## config.mk

```make
export PLATFORM = sky130hd
export DESIGN_NAME = alu_mc
export DESIGN_NICKNAME = d
export VERILOG_FILES = /design/src/rtl/alu_mc.sv
export SDC_FILE = /design/constraint.sdc
export NUM_CORES = 2
export LEC_CHECK = 0
export CORE_MARGIN = 4
export CORE_UTILIZATION = 52
export DETAILED_ROUTE_END_ITERATION = 16
export PLACE_DENSITY = 0.71
export SETUP_SLACK_MARGIN = 0.15
export SLEW_MARGIN = 15
export SYNTH_ARGS = -nofsm -noshare
export SYNTH_HDL_FRONTEND = slang
export SYNTH_SLANG_ARGS = --single-unit
```

## constraint.sdc

```tcl
create_clock -name clk -period 8.35 [get_ports clk]
set_input_delay 2.0875 -clock clk [delete_from_list [all_inputs] [get_ports clk]]
set_output_delay 2.0875 -clock clk [all_outputs]
set_load 0.05 [all_outputs]
```

## src/rtl/alu_mc.sv

```systemverilog
// Multi-cycle, handshaked RV64I R-type ALU with an optional iterative MUL
// (low half of the product). Single-cycle ops produce a result one cycle
// after accept. MUL runs one shift-add step per cycle for XLEN cycles, then
// spends one more cycle loading the result.
module alu_mc #(
    parameter int XLEN   = 64,
    parameter bit MUL_EN = 1'b1
) (
    input  logic            clk,
    input  logic            rst_n,
    input  logic            in_valid,
    output logic            in_ready,
    input  logic [2:0]      funct3,
    input  logic [6:0]      funct7,
    input  logic [XLEN-1:0] rs1,
    input  logic [XLEN-1:0] rs2,
    output logic            out_valid,
    input  logic            out_ready,
    output logic [XLEN-1:0] rd,
    output logic            illegal
);

    localparam int SHW = $clog2(XLEN);
    localparam int CW  = SHW + 1;

    typedef enum logic [1:0] {S_IDLE, S_MUL, S_DONE} state_t;

    state_t          r_state;
    state_t          w_state_nxt;
    logic            w_accept;
    logic            w_is_mul;
    logic            w_illegal;
    logic [XLEN-1:0] w_result;
    logic [SHW-1:0]  w_shamt;
    logic            w_mul_last;

    logic [XLEN-1:0] r_rd;
    logic            r_illegal;
    logic [XLEN-1:0] r_acc;
    logic [XLEN-1:0] r_mcand;
    logic [XLEN-1:0] r_mplr;
    logic [CW-1:0]   r_cnt;

    assign w_shamt    = rs2[SHW-1:0];
    assign w_accept   = in_valid && in_ready;
    // The load cycle follows the XLEN-th step, giving XLEN+1 cycles of MUL latency.
    assign w_mul_last = (r_cnt == CW'(XLEN));
    assign rd         = r_rd;
    assign illegal    = r_illegal;

    // Decode the presented request and compute the single-cycle result.
    always_comb begin
        // NOTE: every output of a combinational block gets a default first so no latch is inferred.
        w_result  = '0;
        w_illegal = 1'b0;
        w_is_mul  = 1'b0;
        case ({funct7, funct3})
            10'b0000000_000: w_result = rs1 + rs2;
            10'b0000000_001: w_result = rs1 << w_shamt;
            10'b0000000_010: w_result = {{(XLEN-1){1'b0}}, ($signed(rs1) < $signed(rs2))};
            10'b0000000_011: w_result = {{(XLEN-1){1'b0}}, (rs1 < rs2)};
            10'b0000000_100: w_result = rs1 ^ rs2;
            10'b0000000_101: w_result = rs1 >> w_shamt;
            10'b0000000_110: w_result = rs1 | rs2;
            10'b0000000_111: w_result = rs1 & rs2;
            10'b0100000_000: w_result = rs1 - rs2;
            10'b0100000_101: w_result = $unsigned($signed(rs1) >>> w_shamt);
            10'b0000001_000: begin
                if (MUL_EN) w_is_mul  = 1'b1;
                else        w_illegal = 1'b1;
            end
            default:         w_illegal = 1'b1;
        endcase
    end

    // State register.
    always_ff @(posedge clk or negedge rst_n) begin
        // NOTE: sequential state is assigned with <= so every flop samples pre-edge values.
        if (!rst_n) r_state <= S_IDLE;
        else        r_state <= w_state_nxt;
    end

    // Next-state and handshake outputs; DONE can hand over and accept in one cycle.
    always_comb begin
        w_state_nxt = r_state;
        in_ready    = 1'b0;
        out_valid   = 1'b0;
        case (r_state)
            S_IDLE: begin
                in_ready = 1'b1;
                if (in_valid) w_state_nxt = w_is_mul ? S_MUL : S_DONE;
            end
            S_MUL: begin
                if (w_mul_last) w_state_nxt = S_DONE;
            end
            S_DONE: begin
                out_valid = 1'b1;
                in_ready  = out_ready;
                if (out_ready) begin
                    if (in_valid) w_state_nxt = w_is_mul ? S_MUL : S_DONE;
                    else          w_state_nxt = S_IDLE;
                end
            end
            default: w_state_nxt = S_IDLE;
        endcase
    end

    // Datapath: capture operands/result at accept, iterate the shift-add multiplier.
    always_ff @(posedge clk or negedge rst_n) begin
        if (!rst_n) begin
            r_rd      <= '0;
            r_illegal <= 1'b0;
            r_acc     <= '0;
            r_mcand   <= '0;
            r_mplr    <= '0;
            r_cnt     <= '0;
        end else if (w_accept) begin
            r_illegal <= w_illegal;
            if (w_is_mul) begin
                r_acc   <= '0;
                r_mcand <= rs1;
                r_mplr  <= rs2;
                r_cnt   <= '0;
            end else begin
                r_rd <= w_result;
            end
        end else if (r_state == S_MUL) begin
            if (w_mul_last) begin
                r_rd <= r_acc;
            end else begin
                if (r_mplr[0]) r_acc <= r_acc + r_mcand;
                r_mcand <= r_mcand << 1;
                r_mplr  <= r_mplr >> 1;
                r_cnt   <= r_cnt + CW'(1);
            end
        end
    end

endmodule
```

==> summary.md <==
| Metric | Value |
|---|---|
| Status | `complete, no violations` |
| Number of placement rows | `95` |
| Gr usage total | `48.4%` |
| Maximum VDD drop | `154 µV` |
| CTS Buffer Depth | `3` |
| Worst Path Arrival | `7.14 ns` |
| Number of fill cells in the layout | `6,459` |
| DRT Wirelength | `181,000 µm` |
| DRC viols | `0` |
| Antenna violations before repair | `14` |
| CP top delay family | `compound AO/OA/AOI/OAI gates` |
| Slew @ Worst Pin | `1.37 ns` |
| First-pass GRT wire length | `258,000 µm` |
| WP data required | `8.85 ns` |
| CTS buffer count | `34` |
| Pin count of the biggest net entering global routing | `176` |
| Area share of the largest cell type after synthesis | `19.0%` |
| Hold Fails Final Rpt | `0` |
| Yosys top cell by area | `dfrtp_1` |
| FF-to-FF Start | `r_mcand[0]` |
| Synthesized Nets | `5,169` |
| Top post-synthesis cells by area | `dfrtp_1, ha_1, mux4_2` |
| TNS Setup | `0 ns` |
| Yosys reg bits | `266` |
| Hold Path Class | `reg -> reg` |
| Slowest library cell on the worst path | `clkdlybuf4s50_1` |
| Hold_sp | `rd[27]` |
| Post-Syn Instances | `4,749` |
| Iteration-0 DRC count of the detailed router | `6,929` |
| DIE AREA | `71,700 µm²` |
| Routed length per instance | `32.0 µm` |
| Layout net count | `5,173` |
| Critical path launch point | `rs1[20]` |
| Root Driver | `clkbuf_16` |
| Clock transition at the registers of the reported paths | `0.06 ns` |
| Post-layout power | `5.21 mW` |
| Register area share after synthesis | `19.0%` |
| Worst slack, placed | `1.34 ns` |
| Core box area | `67,000 µm²` |
| Share of cells above drive strength 1 | `8.12%` |
| Max-cap violations | `0` |
| Critical Path Source Type | `input pin` |
| DRT Pass-1 Iters | `8` |
| Max stage delay on crit path | `1.03 ns` |
| # clock sinks | `266` |
| Clk_lat worst skew | `0.61 ns` |
| Post-route ant nets | `0` |
| PnR worst setup slack | `1.71 ns` |
| Max Fclk | `151 MHz` |
| Die X-Extent | `268 µm` |
| Post-synth EDFFs | `0` |
| Setup violators final | `0` |
| Crit-path cells | `clkdlybuf4s50_1 -> inv_1 -> ha_1 -> nand2_1 -> nor3_1 -> or4b_1 -> a21oi_1 -> a2111oi_2 -> o21bai_2 -> a311oi_1 -> a211o_1 -> o41ai_1 -> mux2i_1 -> o2bb2ai_1 -> nor3b_1` |
| Post-synth top cells | `nor2_1, nand2_1, a21oi_1` |
| Tmin final | `6.64 ns` |
| Max FO, Critical Path | `13` |
| Vias | `40,900` |
| DR vias/cell | `7.24` |
| Post-CTS Setup Inserts | `0` |
| Setup Skew | `0.0367 ns` |
| P_leak | `16.6 nW` |
| I/O Buffers | `208` |
| I/O Pins | `209` |
| Critical path class | `in -> reg` |
| Mean post-synth cell area | `7.39 µm²` |
| Gpl congestion | `1.15` |
| Most used DFF post-synth | `dfrtp_1` |
| Slew Viols, Final | `0` |
| CTS tree | `yes` |
| Most frequent cell after synthesis | `nor2_1` |
| Setup crit end kind | `register` |
| HPWL Detailed | `138,000 µm` |
| P&R area growth vs syn | `10.9%` |
| H-Tree Depth | `2` |
| Headroom to the max-slew limit | `8.09%` |
| Grt total ovfl | `0` |
| Cts repair resizes | `0` |
| CTS Hold Bufs | `0` |
| Post-synthesis cell area | `35,100 µm²` |
| RSZ-0062 raised after global routing | `no` |
| Warnings from Yosys | `0` |
| Worst Path Buf+Inv | `2` |
| Vias in the first global route | `36,800` |
| Synth cell types | `99` |
| Period utilization | `79.6%` |
| Die extent in y | `268 µm` |
| Ys async rst share | `100%` |
| PD cells | `134 nW/µm²` |
| Starting Density | `52.4%` |
## cells in the final DEF, fill, tap and decap left out, types with 37 or more instances in the layout
master           synthesis  layout
a211oi_1                54      54
a21o_1                  88      88
a21oi_1                423     423
a221oi_1                48      48
a22oi_1                 37      37
a31oi_1                158     158
buf_4                   11      99
clkdlybuf4s50_1          0     199
dfrtp_1                266     266
ha_1                   275     275
inv_1                  211     211
mux2i_1                118     118
mux4_2                 142     142
nand2_1                638     636
nand3_1                 66      65
nand4_1                 49      49
nor2_1                 658     656
nor3_1                  81      81
nor4_1                  38      38
o211ai_1                38      38
o21ai_0                351     350
o21ai_1                 43      42
o21bai_1                41      41
o31ai_1                 37      37
xnor2_1                 65      65
xor2_1                  38      38
## kinds of logic (layout without fill, tap and decap cells)
group / after synthesis / count (layout) / synth area share [%]
simple gates: 1709 / 1709 / 21.0
compound gates: 1550 / 1550 / 28.0
buf+inv: 564 / 591 / 6.46
mux: 279 / 279 / 13.1
fa+ha+maj: 278 / 278 / 9.97
flops: 266 / 266 / 19.0
xor+xnor: 103 / 103 / 2.57
other cells: 0 / 6 / 0
## where the power goes
group / total [mW] / switching (mW) / internal (mW) / leakage [nW]
Clock: 1.64 / 0.699 / 0.943 / 0.573
Sequential: 1.42 / 0.0662 / 1.35 / 3.46
Combinational: 2.15 / 1.45 / 0.694 / 12.6
## metrics by stage
stage | instance area [µm²] | hold WS, ns | util (%) | instances
floorplan | 35100 | 0.462 | - | 4749
detailed placement | 37700 | 0.470 | 56.3 | 5590
global route | 38900 | 0.497 | 58.1 | 5652
global placement | 37700 | 0.462 | 56.3 | 5590
CTS | 38900 | 0.484 | 58.1 | 5649
finish | 38900 | 0.486 | 58.1 | 5655
## final cells by class
class	instances	area, µm²	area share (%)
multi-input cells	3919	26300	67.5
flip-flops and latches	266	6660	17.1
well taps	873	1090	2.81
inverters	222	838	2.15
clock buffers	43	915	2.35
repair buffers	310	2890	7.43
diodes	6	15.0	0.0386
clock inverters	16	259	0.665
## worst paths after layout
check	to	slack [ns]	cells after the start
min in group asynchronous	r_mplr[61]	1.46	1
worst min register to register	rd[27]	0.49	2
worst max register to register	r_acc[62]	3.81	15
worst min-delay path	rd[27]	0.49	2
worst max-delay path	rd[62]	1.71	15
max in group asynchronous	r_mcand[50]	5.49	2
## registers in the layout (all words and copies together) (netlist names)
signal and flops:
illegal 1, r_acc 64, r_cnt 7, r_mcand 64, r_mplr 64, r_state 2
rd 64
## routing by layer
metal / track usage, % / up-vias / wire length, µm
met5: 0 / - / 82
met4: 25.7 / 12 / 12900
met3: 20.4 / 748 / 29800
met2: 64.7 / 3360 / 69100
met1: 66.2 / 19500 / 69300
li1: - / 17300 / -
## worst reg2reg max path: cells and delay by family, from the launching register on
family / cells / cell delay, ns
DFF: 1 / 0.52
adders and majority gates: 2 / 0.69
xor gates and xnor gates: 1 / 0.14
AOI/OAI and AO/OA: 9 / 2.57
buffers and inverters: 1 / 0.08
and+or+nand+nor: 2 / 0.37
No activity file was read; power rests on OpenSTA's default activity.
